`src/rtl/cam_pkg.sv`:
```
// cam_pkg: shared constants and types for the CAM return path.
//   CAM_ADDR_WIDTH / CAM_WIDTH / CAM_GROUP_SIZE : default geometry
//   CAM_DEPTH, CAM_GROUPS, CAM_GRP_IDX_W        : derived geometry
//   cam_index_t                                  : entry index type
//   cam_search_rsp_t                             : bundled search response
package cam_pkg;

  localparam int CAM_ADDR_WIDTH = 5;
  localparam int CAM_WIDTH      = 32;
  localparam int CAM_GROUP_SIZE = 8;

  localparam int CAM_DEPTH      = 1 << CAM_ADDR_WIDTH;
  localparam int CAM_GROUPS     = CAM_DEPTH / CAM_GROUP_SIZE;
  localparam int CAM_GRP_IDX_W  = (CAM_GROUPS > 1) ? $clog2(CAM_GROUPS) : 1;

  typedef logic [CAM_ADDR_WIDTH-1:0] cam_index_t;

  typedef struct packed {
    logic       valid;
    logic       hit;
    logic       multi;
    cam_index_t index;
  } cam_search_rsp_t;

endpackage

```
`src/rtl/cam_group_encoder.sv`:
```
// cam_group_encoder: combinational lowest-set-bit encoder.
//   vec   in  N      request vector
//   any   out 1      at least one bit set
//   multi out 1      two or more bits set
//   index out IDX_W  position of the lowest set bit (0 when none set)
module cam_group_encoder #(
  parameter int N     = 8,
  parameter int IDX_W = (N > 1) ? $clog2(N) : 1
) (
  input  logic [N-1:0]     vec,
  output logic             any,
  output logic             multi,
  output logic [IDX_W-1:0] index
);

  always_comb begin
    any   = 1'b0;
    multi = 1'b0;
    index = '0;
    // Scan from the top so the last assignment is the lowest set bit.
    for (int i = N - 1; i >= 0; i--) begin
      if (vec[i]) index = IDX_W'(i);
    end
    for (int i = 0; i < N; i++) begin
      if (vec[i]) begin
        if (any) multi = 1'b1;
        any = 1'b1;
      end
    end
  end

endmodule

```
`src/rtl/cam_match_encoder.sv`:
```
// cam_match_encoder: collects CAM cell-array results for the response port.
//   clk_i, reset_i           clock, async active-high reset
//   search_enable_i, match_i search request and per-entry match lines
//   read_enable_i,
//   read_select_i,
//   read_data_i              one-hot read select and flattened entry data
//   clear_count_i            synchronous clear of the hit counter
//   search_valid_o/hit_o/
//   search_index_o/
//   multi_hit_o              search result, 2 cycles after the request
//   read_valid_o/
//   read_value_o             read result, 1 cycle after the request
//   hit_count_o              saturating count of hitting searches
module cam_match_encoder
  import cam_pkg::*;
#(
  parameter int WIDTH      = CAM_WIDTH,
  parameter int ADDR_WIDTH = CAM_ADDR_WIDTH,
  parameter int DEPTH      = 1 << ADDR_WIDTH,
  parameter int GROUP_SIZE = CAM_GROUP_SIZE,
  parameter int CNT_WIDTH  = 16
) (
  input  logic                   clk_i,
  input  logic                   reset_i,
  input  logic                   search_enable_i,
  input  logic [DEPTH-1:0]       match_i,
  input  logic                   read_enable_i,
  input  logic [DEPTH-1:0]       read_select_i,
  input  logic [DEPTH*WIDTH-1:0] read_data_i,
  input  logic                   clear_count_i,
  output logic                   search_valid_o,
  output logic                   search_hit_o,
  output logic [ADDR_WIDTH-1:0]  search_index_o,
  output logic                   multi_hit_o,
  output logic                   read_valid_o,
  output logic [WIDTH-1:0]       read_value_o,
  output logic [CNT_WIDTH-1:0]   hit_count_o
);

  localparam int GROUPS   = DEPTH / GROUP_SIZE;
  localparam int OFF_BITS = $clog2(GROUP_SIZE);
  localparam int OFF_W    = (GROUP_SIZE > 1) ? $clog2(GROUP_SIZE) : 1;
  localparam int GRP_W    = (GROUPS > 1) ? $clog2(GROUPS) : 1;

  // ---------------- search stage 1: per-group encode ----------------
  logic [GROUPS-1:0] s1_any_c;
  logic [GROUPS-1:0] s1_multi_c;
  logic [OFF_W-1:0]  s1_off_c [GROUPS];

  for (genvar g = 0; g < GROUPS; g++) begin : g_grp
    cam_group_encoder #(
      .N     (GROUP_SIZE),
      .IDX_W (OFF_W)
    ) u_grp_enc (
      .vec   (match_i[g*GROUP_SIZE +: GROUP_SIZE]),
      .any   (s1_any_c[g]),
      .multi (s1_multi_c[g]),
      .index (s1_off_c[g])
    );
  end

  logic              s1_valid;
  logic [GROUPS-1:0] grp_any;
  logic [GROUPS-1:0] grp_multi;
  logic [OFF_W-1:0]  grp_off [GROUPS];

  // Group registers only load on an accepted search so idle cycles do not toggle them.
  always_ff @(posedge clk_i or posedge reset_i) begin
    if (reset_i) begin
      s1_valid  <= 1'b0;
      grp_any   <= '0;
      grp_multi <= '0;
      for (int g = 0; g < GROUPS; g++) grp_off[g] <= '0;
    end else begin
      s1_valid <= search_enable_i;
      if (search_enable_i) begin
        grp_any   <= s1_any_c;
        grp_multi <= s1_multi_c;
        for (int g = 0; g < GROUPS; g++) grp_off[g] <= s1_off_c[g];
      end
    end
  end

  // ---------------- search stage 2: combine groups ----------------
  logic             hit_c;
  logic             grp_multi_hit_c;
  logic [GRP_W-1:0] win_grp_c;

  cam_group_encoder #(
    .N     (GROUPS),
    .IDX_W (GRP_W)
  ) u_combine_enc (
    .vec   (grp_any),
    .any   (hit_c),
    .multi (grp_multi_hit_c),
    .index (win_grp_c)
  );

  logic [OFF_W-1:0]      win_off_c;
  logic                  multi_c;
  logic [ADDR_WIDTH-1:0] index_c;

  always_comb begin
    win_off_c = grp_off[win_grp_c];
    multi_c   = (|grp_multi) | grp_multi_hit_c;
    index_c   = '0;
    // Gate with hit so a miss always reports index 0.
    if (hit_c) begin
      index_c = (ADDR_WIDTH'(win_grp_c) << OFF_BITS) | ADDR_WIDTH'(win_off_c);
    end
  end

  always_ff @(posedge clk_i or posedge reset_i) begin
    if (reset_i) begin
      search_valid_o <= 1'b0;
      search_hit_o   <= 1'b0;
      search_index_o <= '0;
      multi_hit_o    <= 1'b0;
    end else begin
      search_valid_o <= s1_valid;
      if (s1_valid) begin
        search_hit_o   <= hit_c;
        search_index_o <= index_c;
        multi_hit_o    <= multi_c;
      end
    end
  end

  // Counter updates on the same edge the result is registered, so it moves with search_valid_o.
  always_ff @(posedge clk_i or posedge reset_i) begin
    if (reset_i) begin
      hit_count_o <= '0;
    end else if (clear_count_i) begin
      hit_count_o <= '0;
    end else if (s1_valid && hit_c && (hit_count_o != {CNT_WIDTH{1'b1}})) begin
      hit_count_o <= hit_count_o + 1'b1;
    end
  end

  // ---------------- read path ----------------
  logic [WIDTH-1:0] read_or_c;

  // Multi-hot select is legal and returns the OR of the selected entries.
  always_comb begin
    read_or_c = '0;
    for (int n = 0; n < DEPTH; n++) begin
      if (read_select_i[n]) read_or_c = read_or_c | read_data_i[n*WIDTH +: WIDTH];
    end
  end

  always_ff @(posedge clk_i or posedge reset_i) begin
    if (reset_i) begin
      read_valid_o <= 1'b0;
      read_value_o <= '0;
    end else begin
      read_valid_o <= read_enable_i;
      if (read_enable_i) read_value_o <= read_or_c;
    end
  end

endmodule

```
`config.mk`:
```
export PLATFORM = sky130hd
export DESIGN_NAME = cam_match_encoder
export DESIGN_NICKNAME = d
export VERILOG_FILES = /design/src/rtl/cam_pkg.sv /design/src/rtl/cam_group_encoder.sv /design/src/rtl/cam_match_encoder.sv
export SDC_FILE = /design/constraint.sdc
export NUM_CORES = 1
export LEC_CHECK = 0
export CORE_AREA = 2 2 446 448
export DETAILED_ROUTE_END_ITERATION = 7
export DIE_AREA = 0 0 448 450
export PLACE_DENSITY_LB_ADDON = 0.05
export SLEW_MARGIN = 20
export SYNTH_ARGS = -nofsm -noshare
export SYNTH_HDL_FRONTEND = slang
export SYNTH_HIERARCHICAL = 1
export SYNTH_SLANG_ARGS = --single-unit
```
`constraint.sdc`:
```
create_clock -name clk_i -period 7.3 [get_ports clk_i]
set_clock_uncertainty 0.05 [all_clocks]
set_input_delay 1.46 -clock clk_i [delete_from_list [all_inputs] [get_ports clk_i]]
set_output_delay 1.46 -clock clk_i [all_outputs]
set_load 0.05 [all_outputs]
```
## Word level (Yosys, flattened, before mapping)

Index checks and enable logic that the tools add are counted.

- Register bits after elaboration: 78
- Bits in latches: 0
- Logic and storage cells: 227
- Memories: 0
- Memory bits (writable): 0
- ROM bits: 0

- Bitwise operators: 34
- Multiply operators: 0
- Magnitude comparators: 1
- Shift-type cells: 0
- Reductions and logical operators: 4
- Div/mod/pow operators: 0
- Muxes and demuxes: 172
- Equal/unequal tests: 1
- $add $sub $neg: 1

Operators with widths:

| kind | number |
|---|---|
| 32-bit 2-to-1 mux | 32 |
| 32-bit OR | 31 |
| 3-bit 2-to-1 mux | 34 |
| 1-bit 2-to-1 mux | 98 |
| 16-bit 2-to-1 mux | 2 |
| 16-bit by 1-bit adder with 16-bit output (second input constant) | 1 |
| 16-bit inequality test (second input constant) | 1 |
| 2-bit 2-to-1 mux | 4 |
| 3-bit binary-select mux with 2-bit select | 1 |
| 5-bit 2-to-1 mux | 1 |
| 5-bit by 3-bit OR with 5-bit output | 1 |
| 4-bit OR reduction | 1 |
| 3-bit >= comparator (second input constant) | 1 |
| 2-bit NOT with 3-bit output | 1 |
| 1-bit logical AND | 2 |
| 2-bit nonzero test | 1 |
| 1-bit OR | 1 |

## Logic depth before layout (Yosys ltp)

- Word-level depth: 63
- Depth in mapped cells: 8

## Modules after synthesis

The synthesis kept the hierarchy.

Modules (own cells, without submodules):

| module | area an instance (µm²) | times used | cells each | sequential area each (µm²) |
|---|---|---|---|---|
| cam_match_encoder | 8414.3 | 1 | 1044 | 1951.9 |
| cam_group_encoder (g_grp[0].u_grp_enc ...) | 158.9 | 4 | 24 | 0.0 |
| cam_group_encoder (u_combine_enc) | 47.5 | 1 | 10 | 0.0 |

## Least setup slack after synthesis

OpenSTA, ideal clock, no wires.

- Path type: input-to-reg
- Start point: input port match_i[2]
- End point: register grp_multi[0]
- Stages: 4
- Arrival: 2.668 ns
- Setup slack: 4.457 ns
- Cells stage by stage: or4_4 > a2111oi_4 > o31ai_1 > mux2_2

- Word-level cells in the longest chain between the ends: 11
- Elaborated cells between the ends (all ways): 16
- Classes of those cells: mux: 16

RTL lines:

| what | line | text |
|---|---|---|
| from (decl) | cam_match_encoder.sv:26 | `input logic [DEPTH-1:0] match_i,` |
| 1-bit 2-to-1 mux | cam_group_encoder.sv:25 | `if (vec[i]) begin` |
| 1-bit 2-to-1 mux | cam_group_encoder.sv:26 | `if (any) multi = 1'b1;` |
| 1-bit 2-to-1 mux | cam_group_encoder.sv:25 |  |
| 1-bit 2-to-1 mux | cam_group_encoder.sv:26 |  |
| 1-bit 2-to-1 mux | cam_group_encoder.sv:25 |  |
| 1-bit 2-to-1 mux | cam_group_encoder.sv:26 |  |
| 1-bit 2-to-1 mux | cam_group_encoder.sv:25 |  |
| 1-bit 2-to-1 mux | cam_group_encoder.sv:26 |  |
| 1-bit 2-to-1 mux | cam_group_encoder.sv:25 |  |
| 1-bit 2-to-1 mux | cam_group_encoder.sv:26 |  |
| 1-bit 2-to-1 mux (*) | cam_group_encoder.sv:25 |  |
| via s1_multi_c[0] | cam_match_encoder.sv:47 | `logic [GROUPS-1:0] s1_multi_c;` |
| to (signal assigned) | cam_match_encoder.sv:78 | `grp_multi <= s1_multi_c;` |
| to (decl) | cam_match_encoder.sv:64 | `logic [GROUPS-1:0] grp_multi;` |

Mark *: on every way through the listed nets, which the timed path passes. The rest lies on a longest branch.
A chain may end at the register's enable or synchronous reset.

## Worst setup path after layout

- Start point: input port read_select_i[24]
- End point: register read_value_o[16]

- Word-level cells in the longest chain between the ends: 15

RTL lines:

| what | line | text |
|---|---|---|
| from (decl) | cam_match_encoder.sv:28 | `input logic [DEPTH-1:0] read_select_i,` |
| 32-bit 2-to-1 mux (*) | cam_match_encoder.sv:147 | `if (read_select_i[n]) read_or_c = read_or_c \| read_data_i[n*WIDTH +: WIDTH];` |
| 32-bit OR | cam_match_encoder.sv:147 |  |
| 32-bit 2-to-1 mux (*) | cam_match_encoder.sv:147 |  |
| 32-bit OR | cam_match_encoder.sv:147 |  |
| 32-bit 2-to-1 mux (*) | cam_match_encoder.sv:147 |  |
| 32-bit OR | cam_match_encoder.sv:147 |  |
| 32-bit 2-to-1 mux (*) | cam_match_encoder.sv:147 |  |
| 32-bit OR | cam_match_encoder.sv:147 |  |
| 32-bit 2-to-1 mux (*) | cam_match_encoder.sv:147 |  |
| 32-bit OR | cam_match_encoder.sv:147 |  |
| 32-bit 2-to-1 mux (*) | cam_match_encoder.sv:147 |  |
| 32-bit OR | cam_match_encoder.sv:147 |  |
| 32-bit 2-to-1 mux (*) | cam_match_encoder.sv:147 |  |
| 32-bit OR | cam_match_encoder.sv:147 |  |
| 32-bit 2-to-1 mux (*) | cam_match_encoder.sv:147 |  |
| to (signal assigned) | cam_match_encoder.sv:157 | `if (read_enable_i) read_value_o <= read_or_c;` |
| to (decl) | cam_match_encoder.sv:36 | `output logic [WIDTH-1:0] read_value_o,` |

Mark *: on every way between the ends. The rest lies on a longest branch, timed or not.

==> results.yml <==
outcome:
  status: "finished clean"
die:
  die_h_um: 450
  die-area_um2: 202000
  core_um2: 197000
  start_util_pct: 4.63
  std_cell_rows: 163
  dieWidth_um: 448
  ios: 1150
placed_design:
  gp_congestion: 0.858
  io_buffers: 1149
  postPlaceCellArea_um2: 23800
  dp_hpwl_um: 167000
timing:
  final-hold-violation-count: 0
  setup_viol: 0
  fmax_mhz: 237
  worst_pin_slew_ns: 1.31
  max_slew_margin_pct: 12.0
  period_needed_ns: 4.21
  report.final.slew_viol_count: 0
  min_period_over_period_pct: 57.7
  rsz0062_at_grt: "no"
  tns_ns: 0
cts:
  cts_buffer_depth: 2
  root_buffer: "clkbuf_16"
  cts_num_sinks: 78
  cts_tree: "built"
  cts_resized: 0
  post-cts-setup-buffers: 0
  clkLatencyLatePin_ns: 0.41
  cts_hold_buf: 0
  cts-htree-levels: 3
  numCtsBuffers: 9
  clk_pin_slew_ns: 0.09
pwr:
  ir_worst_vdd_mv: 0.123
  p_per_area_nw_per_um2: 93.4
  p_leak_nw: 7.79
flow_run:
  cap_violations: 0
drt:
  viasPerCell: 3.54
  wl_per_cell_um: 40.4
  routed_wl_um: 200000
  via_count: 17600
  drtIter0Drc: 1581
  ant_nets: 0
  drc_errors: 0
  drtPass1Iterations: 6
hold_path:
  worstHoldPathType: "reg2reg"
critical_path:
  path_cells: "buf_2 > buf_4 > a22oi_1 > nand4_1 > nor4_2 > buf_4 > a21oi_1"
  path_class: "in2reg"
  required_ns: 7.54
  crit_path_start_kind: "primary input"
  cp_top_family: "simple AND/OR/NAND/NOR gates"
  cp_slowest_cell: "nor4_2"
  reg2reg_slack_ns: 5.13
  worst-path-buf-inv: 3
  end_kind: "flip-flop"
  crit_arrival_ns: 4.46
  path_max_fanout: 19
  crit_top_cell: "buf_4"
  cp_slowest_stage_delay_ns: 1.21
global_route:
  first_global_vias: 18000
  globalRouteOverflowTotal: 0
  grt_pass1_wl_um: 241000
  antenna_found_initial: 190
  grt_max_degree: 45
  grt_use_total_pct: 19.0
synthesis:
  synth_top_area_cell: "a22oi_1"
  avgSynthCellArea_um2: 7.91
  yosysTopAreaCellShare_pct: 30.2
  ys_seq_area_share_pct: 21.5
  ys_types: 46
  syn_inst: 1150
  yosys_warnings: 6
  synth_nets: 2244
  yosys-top-cells-area: "a22oi_1, dfrtp_1, nand4_1"
  ys_ff_latch: 78
  netlist_area_um2: 9100
cells_and_area:
  final_nets: 3352
  design_area_um2: 24300
  layout-drive-gt1-share_pct: 7.20
  syn_to_final_growth_pct: 167
[final timing paths]
path                                          to              start  cells after the start
worst max-delay path            read_value_o[16]  read_select_i[24]                      7
worst max register to register   hit_count_o[12]           s1_valid                      5
worst min register to register        grp_off[0]         grp_off[0]                      1
worst min-delay path                  grp_off[0]         grp_off[0]                      1
max in group asynchronous           grp_multi[0]            reset_i                      3
min in group asynchronous           read_valid_o            reset_i                      2
[cell usage in the layout (no fill, tap or decap), drive strengths merged, types with 5 or more instances in the layout]
cell	Yosys	layout
nor2	72	72
a21oi	37	37
or4	6	6
buf	23	91
o31ai	5	5
inv	16	19
clkbuf	86	9
nand2b	9	9
nand2	49	49
nor4	43	43
nand4	95	95
a211oi	5	5
a222oi	32	32
and3	5	5
diode	0	52
clkdlybuf4s50	0	1115
o21ai	15	15
a221oi	41	41
nor3	24	24
xor2	10	10
a22oi	366	366
nand3	43	43
dfrtp	78	78
mux2	21	21
a22o	41	41
[synthesized netlist by cell type (all sizes together)]
cell type and instances:
a2111oi 4, a211oi 5, a21oi 37, a221oi 41, a222oi 32, a22o 41
a22oi 366, a31oi 1, and2 2, and3 5, and4 2, buf 23
clkbuf 86, dfrtp 78, ha 1, inv 16, maj3 4, mux2 21
mux2i 1, mux4 3, nand2 49, nand2b 9, nand3 43, nand4 95
nor2 72, nor2b 1, nor3 24, nor4 43, o211ai 2, o21ai 15
o21bai 4, o31ai 5, or4 6, xnor2 3, xor2 10
[per-layer routing]
| metal | GRT usage [%] | vias to the layer above | part of all wire (%) | wire [um] |
|---|---|---|---|---|
| met1 | 21.1 | 8935 | 38 | 76000 |
| li1 | - | 7198 | - | - |
| met3 | 4.60 | 339 | 6.4 | 12800 |
| met2 | 35.6 | 1029 | 53 | 106000 |
| met5 | 0 | - | 0.18 | 369 |
| met4 | 5.08 | 56 | 2.7 | 5350 |
[area by class of cell]
cell class / instances / area, um2
fill: 22700 / 172000
timing repair buffer: 1206 / 11800
multi-input combinational: 947 / 6740
tap: 2640 / 3300
sequential: 78 / 1950
clock buffer: 9 / 225
antenna: 52 / 130
clock inverter: 7 / 78.8
inverter: 16 / 62.6
[logic make-up after synthesis]
group                    synth area share [%]
multiplexers                             3.45
flip-flops                               21.5
XOR/XNOR                                 1.25
adder cells (fa/ha/maj)                 0.578
AND/OR/NAND/NOR                          20.7
AO/OA/AOI/OAI                            47.2
buffers and inverters                    5.39
[power breakdown]
part / leakage [nW] / switching, W / internal, W / total (W)
Sequential: 0.853 / 0.00000955 / 0.000442 / 0.000452
Combinational: 6.79 / 0.000601 / 0.000667 / 0.00127
Clock: 0.151 / 0.000276 / 0.000271 / 0.000547
Total: 7.79 / 0.000887 / 0.00138 / 0.00227
[per-stage QoR]
stage          worst slack, ns  instances  utilization (%)  hold WS [ns]  total power, W
2_1_floorplan             3.79       1150                -         0.311        0.000748
3_3_place_gp              2.41       4884             12.1         0.444         0.00175
3_5_place_dp              2.79       4887             12.1         0.447         0.00175
4_1_cts                   3.23       4903             12.3         0.462         0.00234
5_1_grt                   3.26       4930             12.3         0.482         0.00238
6_report                  3.09       4955             12.3         0.459         0.00227
[registers in the layout, indices dropped and copies added, names as in the netlist, 4 cells and up]
| register | flops |
|---|---|
| grp_off | 12 |
| grp_multi | 4 |
| read_value_o | 32 |
| grp_any | 4 |
| hit_count_o | 16 |
| search_index_o | 5 |
No activity file was read; power rests on OpenSTA's default activity.
